`src/rtl/uart_cmd_pkg.sv`:
```
// rtl/uart_cmd_pkg.sv - shared types and constants for the UART command framer
package uart_cmd_pkg;

  typedef enum logic [1:0] {
    ST_IDLE      = 2'd0,
    ST_WAIT_DATA = 2'd1,
    ST_HOLD      = 2'd2
  } state_e;

  localparam logic [7:0]  CMD_NOP            = 8'h00;
  localparam logic [7:0]  OVERRUN_MAX        = 8'hFF;
  localparam int unsigned TIMEOUT_CYCLES_DEF = 1000000;

  function automatic logic [7:0] sat_inc8(input logic [7:0] v);
    return (v == OVERRUN_MAX) ? v : v + 8'd1;
  endfunction

endpackage

```
`src/rtl/uart_cmd_frame_timer.sv`:
```
// rtl/uart_cmd_frame_timer.sv - inter-byte timeout counter (module frame_timer)
module frame_timer #(
  parameter int unsigned TIMEOUT_CYCLES = 16
) (
  input  logic clk,
  input  logic rst_n,
  input  logic clear,
  input  logic enable,
  output logic expired
);

  localparam logic [23:0] LAST = 24'(TIMEOUT_CYCLES - 1);

  logic [23:0] cnt_q, cnt_d;

  always_comb begin
    cnt_d = cnt_q;
    if (clear)       cnt_d = '0;
    else if (enable) cnt_d = cnt_q + 24'd1;
  end

  always_ff @(posedge clk or negedge rst_n) begin
    if (!rst_n) cnt_q <= '0;
    else        cnt_q <= cnt_d;
  end

  assign expired = enable && (cnt_q == LAST);

endmodule

```
`src/rtl/uart_cmd_frame.sv`:
```
// rtl/uart_cmd_frame.sv - pairs received UART bytes into command/data frames
// Optional inter-byte timeout enabled by defining CMD_TIMEOUT_EN.
module uart_cmd_frame
  import uart_cmd_pkg::*;
#(
  parameter int unsigned TIMEOUT_CYCLES = TIMEOUT_CYCLES_DEF
) (
  input  logic       sys_clk,
  input  logic       sys_rst_n,
  input  logic       uart_rec,
  input  logic [7:0] uart_data_out,
  input  logic       command_done,
  output logic       cmd_valid,
  output logic [7:0] command,
  output logic [7:0] data,
  output logic       frame_timeout,
  output logic [7:0] overrun_cnt
);

  state_e     state_q, state_d;
  logic [7:0] pend_q, pend_d;
  logic       cmd_valid_q, cmd_valid_d;
  logic [7:0] command_q, command_d;
  logic [7:0] data_q, data_d;
  logic [7:0] overrun_q, overrun_d;
  logic       fto_d;
  logic       timer_expired;

`ifdef CMD_TIMEOUT_EN
  logic fto_q;

  frame_timer #(.TIMEOUT_CYCLES(TIMEOUT_CYCLES)) u_timer (
    .clk     (sys_clk),
    .rst_n   (sys_rst_n),
    .clear   (state_q != ST_WAIT_DATA),
    .enable  ((state_q == ST_WAIT_DATA) && !uart_rec),
    .expired (timer_expired)
  );

  always_ff @(posedge sys_clk or negedge sys_rst_n) begin
    if (!sys_rst_n) fto_q <= 1'b0;
    else            fto_q <= fto_d;
  end

  assign frame_timeout = fto_q;
`else
  assign timer_expired = 1'b0;
  assign frame_timeout = 1'b0;
`endif

  always_comb begin
    state_d     = state_q;
    pend_d      = pend_q;
    cmd_valid_d = cmd_valid_q;
    command_d   = command_q;
    data_d      = data_q;
    overrun_d   = overrun_q;
    fto_d       = 1'b0;
    unique case (state_q)
      ST_IDLE: begin
        if (uart_rec && uart_data_out != CMD_NOP) begin
          pend_d  = uart_data_out;
          state_d = ST_WAIT_DATA;
        end
      end
      ST_WAIT_DATA: begin
        // A byte on the expiry cycle still completes the frame.
        if (uart_rec) begin
          command_d   = pend_q;
          data_d      = uart_data_out;
          cmd_valid_d = 1'b1;
          state_d     = ST_HOLD;
        end else if (timer_expired) begin
          pend_d  = CMD_NOP;
          fto_d   = 1'b1;
          state_d = ST_IDLE;
        end
      end
      ST_HOLD: begin
        if (command_done) begin
          cmd_valid_d = 1'b0;
          command_d   = CMD_NOP;
          state_d     = ST_IDLE;
          if (uart_rec && uart_data_out != CMD_NOP) begin
            pend_d  = uart_data_out;
            state_d = ST_WAIT_DATA;
          end
        end else if (uart_rec) begin
          overrun_d = sat_inc8(overrun_q);
        end
      end
      default: state_d = ST_IDLE;
    endcase
  end

  always_ff @(posedge sys_clk or negedge sys_rst_n) begin
    if (!sys_rst_n) begin
      state_q     <= ST_IDLE;
      pend_q      <= CMD_NOP;
      cmd_valid_q <= 1'b0;
      command_q   <= CMD_NOP;
      data_q      <= 8'h00;
      overrun_q   <= 8'h00;
    end else begin
      state_q     <= state_d;
      pend_q      <= pend_d;
      cmd_valid_q <= cmd_valid_d;
      command_q   <= command_d;
      data_q      <= data_d;
      overrun_q   <= overrun_d;
    end
  end

  assign cmd_valid   = cmd_valid_q;
  assign command     = command_q;
  assign data        = data_q;
  assign overrun_cnt = overrun_q;

endmodule
```
`config.mk`:
```
export PLATFORM = sky130hd
export DESIGN_NAME = uart_cmd_frame
export DESIGN_NICKNAME = d
export VERILOG_FILES = /design/src/rtl/uart_cmd_pkg.sv /design/src/rtl/uart_cmd_frame_timer.sv /design/src/rtl/uart_cmd_frame.sv
export SDC_FILE = /design/constraint.sdc
export NUM_CORES = 1
export LEC_CHECK = 0
export ABC_AREA = 0
export CAP_MARGIN = 25
export CORE_ASPECT_RATIO = 0.5
export CORE_MARGIN = 3
export CORE_UTILIZATION = 50
export DETAILED_ROUTE_END_ITERATION = 8
export MAX_ROUTING_LAYER = met4
export PLACE_DENSITY = 0.88
export SKIP_LAST_GASP = 1
export SLEW_MARGIN = 5
export SYNTH_ARGS = -nofsm -noshare
export SYNTH_HDL_FRONTEND = slang
export SYNTH_SLANG_ARGS = --single-unit
```
`constraint.sdc`:
```
create_clock -name sys_clk -period 2.8 [get_ports sys_clk]
set_input_delay 0.84 -clock sys_clk [delete_from_list [all_inputs] [get_ports sys_clk]]
set_output_delay 0.84 -clock sys_clk [all_outputs]
set_load 0.05 [all_outputs]
```
==> flow_results.org, run 1 <==
** Status
- Run status :: completed

** Drt
- In this run, the number of DRC markers left after iteration 0 of detailed routing was between 40 and 50.
- Wires add up to 3060 um.
- DRC violations left :: 0
- Drt pass-1 iters :: 4
- WL/cell :: 15.1 um
- The detailed router placed about 1100 vias in this run.
- Vias per cell :: 5.35
- The count of nets left with antenna violations once routing finished came out at 0.

** Place
- Placed Cells incl. Taps :: about 200
- IO buf count :: 36
- After legalization and detailed placement, the total HPWL measured approximately 2200 um.
- Gpl congestion :: 0.849

** Clock network
- TritonCTS built the clock tree.
- Counting the buffers created by CTS gives 5.
- Quantity of hold-fixing buffers added after cts :: 0
- Clock tree synthesis found a total of 35 sinks.
- Clock root buffer :: sky130_fd_sc_hd__clkbuf_8
- Buffer count from post-CTS setup fixing :: 0
- In this run the number of H-tree levels came out at 2.
- In this run, post-CTS repair resized a total of 0 instances.
- Clock Path Buffers :: 2
- Clock latency at the later pin of the worst-skew pair :: just under 0.3 ns
- Clock-pin slew was measured on the worst setup and hold paths at 0.06 ns.

** GRT
- Antenna violations before repair :: 0
- Vias in the first global route :: around 1100
- Global routing used a little under a fifth of the available tracks across all layers.
- The first global-routing pass estimated 5070 um of wire.
- Largest net degree at the start of global routing :: 36
- Total overflow reported by the global router :: 0

** Cells and area
- Non-Filler Instances :: just over 200
- The library cells used most frequently in the layout, excluding fill and tap cells, are sky130_fd_sc_hd__clkdlybuf4s50_1, sky130_fd_sc_hd__dfrtp_1, sky130_fd_sc_hd__nand2_1, sky130_fd_sc_hd__a22o_1.
- The final layout contains 178 nets.
- The area growth from synthesis to layout is 34.0%.
- Proportion of layout cells with a drive suffix above 1 :: ~16%
- Commonest non-fill, non-tap cell in the layout :: sky130_fd_sc_hd__clkdlybuf4s50_1
- N_diodes :: 0

** STA
- Peak clock frequency supported by timing :: about 410 MHz
- Final setup violation count :: 0
- For the final routed database, the setup TNS stands at 0 ns.
- Transition at the pin with the smallest max-transition slack :: 0.506 ns
- Setup repair after global routing left no endpoint under its margin.
- For the final database, setup skew stands at 0.00612 ns.
- Endpoints failing hold :: 0
- Headroom to the max-slew limit came out at about two thirds.
- Fin Hold WS :: 0.479 ns
- The routed design could run at a clock period as short as 2.42 ns.
- The max-slew violation count was 0.
- In the finished design, the share of the clock period the worst path needs comes to 86.6%.

** Floorplanning
- Total core area :: 2700 um2
- Boundary Pins :: 38
- The initial utilization of the core area, before any placement, comes to a little over half.
- From left edge to right edge, the die measures 83.0 um.
- The die covers 3690 um2.
- Count of standard-cell rows :: 13
- The floorplan step set the die height to 44.5 um.

** Setup path
- Largest stage delay on the critical path :: 0.85 ns
- The worst setup path is captured at an output pin.
- Cell chain of the critical path :: clkdlybuf4s50_1
- Among all stages on the critical path, the largest delay is contributed by sky130_fd_sc_hd__clkdlybuf4s50_1.
- Worst EP arrival :: 1.58 ns
- Crit path kind :: reg -> out
- The worst setup path is launched from a register.
- The kind of cell with the highest combined delay along the critical path is buffers and inverters.
- CP Max Fanout :: 7
- Together, buffers and inverters on the worst path number 1.
- Data required time of the worst path :: 1.96 ns

** Worst hold path
- In this run the worst hold path is classified as reg -> reg.

** Synthesis
- Synthesis produced a netlist with a net count of roughly 140.
- Sequential share of the synthesized area :: approximately 60%
- The top cell type by area accounts for roughly three fifths of the synthesized area.
- In this run the mean area of a mapped cell was ~12 um2.
- Summed over all instances, the cell type with the most area after synthesis is sky130_fd_sc_hd__dfrtp_1.
- Distinct cell type count after synthesis :: 29
- Yosys synthesis warning count :: 0
- In this run the cell area of the synthesized design comes to 1480 um2.
- FF+latch count, synth :: 35
- Cells taking the most area after synthesis :: sky130_fd_sc_hd__dfrtp_1, sky130_fd_sc_hd__nand2_1, sky130_fd_sc_hd__mux2_2
- The cell count after synthesis came out at 123.

** Power
- Power density relative to cell area :: around 1200 nW/um2
- VDD sags by at most around 600 uV.
- For this design the static power due to leakage is 0.886 nW.

** Job
- Max-cap violations in this run came to 0.
-- worst min-delay path: stages, from the launching register on --
cell and delay (ns):
sky130_fd_sc_hd__dfrtp_1 0.34, sky130_fd_sc_hd__nand2_1 0.05, sky130_fd_sc_hd__nand2_1 0.06
-- synthesized netlist by cell type (all sizes together) --
cell and number:
a21boi 1, a21oi 4, a22o 8, a31o 1, a31oi 1, and3 1
and4 1, and4bb 1, buf 3, conb 1, dfrtp 35, ha 1
inv 2, mux2 12, nand2 30, nand2b 3, nand3 2, nand3b 1
nand4 3, nor2 5, nor2b 1, nor4 2, o21ai 1, xnor2 3
-- area by class of cell --
cell class | instances | area (um2)
Multi-Input combinational cell | 83 | 582
Sequential cell | 35 | 876
Timing Repair Buffer | 38 | 375
Inverter | 2 | 7.51
Fill cell | 184 | 713
Tap cell | 37 | 46.3
Clock buffer | 8 | 100
-- worst paths after layout --
path	start	endpoint	slack, ns	cells past startpoint
max	overrun_cnt[2]	overrun_cnt[2]	0.38	1
min	data[5]	data[5]	0.48	2
max reg2reg	state_q[0]	overrun_cnt[7]	1.20	4
min reg2reg	data[5]	data[5]	0.48	2
max in group asynchronous	sys_rst_n	overrun_cnt[0]	1.54	2
min in group asynchronous	sys_rst_n	command[6]	0.95	2
-- flip-flops by register name, summed over array words and instances, names as in the netlist --
register     cells
cmd_valid        1
command          8
data             8
overrun_cnt      8
pend_q           8
state_q          2
-- metal layers --
metal  global-route usage (%)  wire (um)
met5                        -          0
met4                     6.84         35
met3                     5.02        109
met2                     31.8       1580
met1                     21.8       1340
-- report_power, final --
part / leakage (nW) / internal [mW] / switching, mW
registers: 0.440 / 0.707 / 0.145
clock network: 0.0515 / 0.224 / 0.172
logic: 0.394 / 0.423 / 0.700
total: 0.886 / 1.35 / 1.02
-- kinds of logic (layout without fill, tap and decap cells) --
family                   after synthesis  after routing  share of synthesized area [%]
AND/OR/NAND/NOR                       50             50                           17.3
AO/OA/AOI/OAI                         16             16                           8.95
XOR/XNOR                               3              3                           1.77
multiplexers                          12             12                           10.1
buffers and inverters                  5             48                           1.69
adder cells (fa/ha/maj)                1              1                          0.844
flip-flops                            35             35                           59.1
other                                  1              1                          0.253
-- stage by stage --
step	cell area (um2)	power, mW	worst slack, ns	utilization, %
global route	1990	2.49	0.329	73.6
detailed placement	1890	1.98	0.315	69.9
global placement	1890	1.95	0.404	69.9
floorplan	1480	1.60	0.908	-
CTS	1990	2.39	0.363	73.6
finish	1990	2.37	0.376	73.6
Power figures use the tool's default switching activity.
==> run 2: changes to the inputs <==
--- a/config.mk
+++ b/config.mk
@@ -11,8 +11,10 @@
 export CORE_MARGIN = 3
 export CORE_UTILIZATION = 50
 export DETAILED_ROUTE_END_ITERATION = 8
+export HOLD_SLACK_MARGIN = 0.12
 export MAX_ROUTING_LAYER = met4
 export PLACE_DENSITY = 0.88
+export SETUP_SLACK_MARGIN = 0.05
 export SKIP_LAST_GASP = 1
 export SLEW_MARGIN = 5
 export SYNTH_ARGS = -nofsm -noshare
==> results of run 2 <==
The final DEF is identical to that of run 1; final timing and power are the same.
==> run 3: changes to the inputs <==
--- a/config.mk
+++ b/config.mk
@@ -8,7 +8,6 @@
 export ABC_AREA = 0
 export CAP_MARGIN = 25
 export CORE_ASPECT_RATIO = 0.5
-export CORE_MARGIN = 3
 export CORE_UTILIZATION = 50
 export DETAILED_ROUTE_END_ITERATION = 8
 export HOLD_SLACK_MARGIN = 0.12
==> constraint.sdc (replaced) <==
create_clock -name sys_clk -period 2.88 [get_ports sys_clk]
set_input_delay 0.864 -clock sys_clk [delete_from_list [all_inputs] [get_ports sys_clk]]
set_output_delay 0.864 -clock sys_clk [all_outputs]
set_load 0.05 [all_outputs]
==> run 3 against run 2 <==
Critical path depth is the same; combinational power hardly changed; total power up 3.7%; final cell count is the same.
==> flow_results.org, run 3 (synthesis results as in run 1) <==
** Status
- The flow ran to the end, and the final reports show no timing, DRC or antenna violations.

** Floorplanning
- Count of standard-cell rows :: 13 (unchanged)
- The area of the die came to 3200 um2 (-13%).
- The horizontal die dimension came to 79.0 um (-4.8%).
- The overall die height was 40.5 um (-9.0%).
- The number of top-level pins was 38 (unchanged).
- Total core area :: 2700 um2 (unchanged)
- The effective utilization at floorplan was 54.9% (unchanged).

** GRT
- The number of global-route vias before repair is 1042 (-1.7%).
- Met1 capacity usage during global routing :: 26.7% (+4.9 points)
- The global routing stage identified its most utilized layer as met2.
- The initial antenna violation count came to 0 (unchanged).
- Global-route usage over all layers :: 24.4% (+5.8 points)
- The met2 routing resource usage after global routing is 43.5% (+12 points).
- The largest net degree at the start of global routing came to 36 (unchanged).
- Global-route track usage on met3 :: 6.82% (+1.8 points)
- The total global routing overflow came to 0 (unchanged).
- First-pass GRT wire length :: 5110 um (+0.69%)

** Setup path
- For this design, the slowest cell found on the critical path is sky130_fd_sc_hd__clkdlybuf4s50_1.
- The largest driver fanout on the critical path came to 7 (unchanged).
- In this run the critical register-to-register path is captured at overrun_cnt[5].
- Crit path kind :: reg -> out
- Worst EP arrival :: 1.58 ns (about the same)
- Cell family with most CP delay :: buffers and inverters
- Data required time of the worst path :: 2.02 ns (+0.06 ns)
- Setup slack of the worst register-to-register path :: 1.25 ns (+0.05 ns)
- Reg-to-Reg Start :: state_q[0]
- The buffering stage count on the worst path with inverters included is 1 (unchanged).
- Cell chain of the critical path :: clkdlybuf4s50_1
- Path depth of the worst reg2reg path :: 4 (unchanged)
- The peak per-stage delay on the critical path is 0.85 ns (about the same).
- STA classifies the critical path startpoint as a register.
- STA classifies the critical path endpoint as an output pin.

** Place
- The detailed placement HPWL came to 2190 um (-2.5%).
- Gpl congestion :: 0.911 (+7.3%)
- The count of buffers inserted at the top-level ports came to 36 (unchanged).
- Cell Area, Placed :: 1890 um2 (unchanged)

** Clock network
- The clock latency on the worst-skew pair was 0.29 ns (about the same).
- The number of buffers inserted by post-CTS setup repair came to 0 (unchanged).
- The total clock buffers created by CTS came to 5 (unchanged).
- Reg clk slew, reported paths :: 0.07 ns (about the same)
- Clock root buffer :: sky130_fd_sc_hd__clkbuf_8
- Clock tree from TritonCTS :: yes
- The count of H-tree levels built during CTS came to 2 (unchanged).
- The number of cells upsized or downsized after cts was 0 (unchanged).
- The number of buffers between clock root and the deepest sink came to 2 (unchanged).
- CTS sink count :: 35 (unchanged)
- The hold buffer count at CTS is 0 (unchanged).

** Drt
- The detailed-router iteration count before antenna repair was 4 (unchanged).
- The violation count after the first detailed-routing iteration was 46 (-4.2%).
- The number of antenna-violating nets in the routed design is 0 (unchanged).
- DRC violations left :: 0 (unchanged)
- The sum of routed wire length over all layers came to 3260 um (+6.6%).
- The number of vias per cell is 5.43 (+1.6%).
- The total via count in the routed design is 1103 (+1.6%).
- The average wire length per cell after detail routing came to 16.1 um (+6.6%).

** STA
- The worst setup skew after layout was 0.0112 ns (+0.00503 ns).
- Setup repair after global routing left no endpoint under its margin.
- For this run, the top clock speed supported by timing is 409 MHz.
- Final critical path time including I/O delays and setup :: 2.45 ns
- The max-slew violation count was 0 (unchanged).
- The total negative setup slack came to 0 ns (unchanged).
- Tightest slew margin relative to the limit :: 64.2% (-1.9 points)
- The tightest hold margin was 0.484 ns (+0.00520 ns).
- The number of hold-slack violations in the final timing report came to 0 (unchanged).
- The transition time at the pin with the least slew margin was 0.535 ns (+0.0290 ns).
- The final number of setup-violating endpoints came to 0 (unchanged).
- After layout, the worst path uses between 80% and 90% of the clock period.

** Cells and area
- Utilization after layout :: 74.8% (+1.2 points)
- Proportion of layout cells with a drive suffix above 1 :: 16.3% (unchanged)
- The number of nets in the finished design is 178 (unchanged).
- The area occupied by multi-input gates is 582 um2 (unchanged).
- The number of antenna diodes came to 0 (unchanged).
- Relative to the synthesized area, the layout overhead comes to 36.2%.
- The filler cell count in the final layout was 169 (-8.2%).
- Register area :: 876 um2 (unchanged)
- Commonest non-fill, non-tap cell in the layout :: sky130_fd_sc_hd__clkdlybuf4s50_1
- Commonest cells after routing, fill and taps aside :: sky130_fd_sc_hd__clkdlybuf4s50_1, sky130_fd_sc_hd__dfrtp_1, sky130_fd_sc_hd__nand2_1, sky130_fd_sc_hd__a22o_1, sky130_fd_sc_hd__mux2_2
- The post-route cell area is 2020 um2 (+1.6%).

** Power
- The cell-internal power was 1.44 mW (+6.6%).
- Clock share of power :: 21.1% (+4.4 points)
- Sw Pwr :: 1.01 mW (-0.27%)
- The net switching share of the total power was 41.3% (-1.6 points).
- Gate power share :: 44.8% (-2.6 points)
- Worst ir drop on vdd :: 706 uV (+16%)
- Power density relative to cell area :: 1220 nW/um2 (+2.0%)
- The leakage dissipation came to 0.900 nW (+1.6%).
- The power share of the sequential group was 34.0% (-1.9 points).

** Worst hold path
- Beginning of the worst hold path :: data[1]
- The number of cells traversed by the worst hold path came to 2 (unchanged).
- The worst hold path terminates at data[1].
- The worst hold path belongs to the class reg -> reg.

** Job
- The number of max-cap violations is 0 (unchanged).
[run 3: cell types whose count changed in the layout (fill, tap and decap cells not counted), sizes merged]
cell / before / now
bufinv: 0 / 2
clkbuf: 8 / 6
[run 3: stage by stage]
stage,power [mW],setup WS (ns),instances
after CTS,2.47,0.434,203
after global routing,2.57,0.386,203
after floorplan,1.56,0.964,123
final,2.46,0.434,203
after detailed placement,1.93,0.387,195
after global placement,1.90,0.452,195
[run 3: layer usage]
layer / up-vias / routed length, um / share of wire, %
met1: 541 / 1400 / 43
met3: 13 / 113 / 3.5
met2: 36 / 1630 / 50
li1: 513 / - / -
met4: 0 / 121 / 3.7
met5: - / 0 / 0
[run 3: cell type report]
class	count	share of cell area (%)
Sequential cell	35	43.4
Inverter	2	0.372
Tap cell	37	2.29
Multi-Input combinational cell	83	28.8
Timing Repair Buffer	38	18.6
Clock inverter	2	2.97
Clock buffer	6	3.59
[run 3: worst max-delay path by stage]
stage | startpoint | end | slack [ns] | cells past startpoint
2_1_floorplan | command_done | overrun_cnt[7] | 0.96 | 4
5_1_grt | overrun_cnt[7] | overrun_cnt[7] | 0.39 | 1
3_5_place_dp | uart_rec | overrun_cnt[7] | 0.39 | 5
3_3_place_gp | uart_rec | overrun_cnt[5] | 0.45 | 5
4_1_cts | overrun_cnt[2] | overrun_cnt[2] | 0.43 | 1
6_report | overrun_cnt[2] | overrun_cnt[2] | 0.43 | 1
[run 3: power groups by stage]
stage / Combinational, mW / Sequential, mW / Clock (mW)
2_1_floorplan: 0.299 / 1.26 / 0
3_3_place_gp: 1.07 / 0.823 / 0
3_5_place_dp: 1.09 / 0.836 / 0
4_1_cts: 1.11 / 0.837 / 0.524
5_1_grt: 1.16 / 0.863 / 0.549
6_report: 1.10 / 0.836 / 0.520
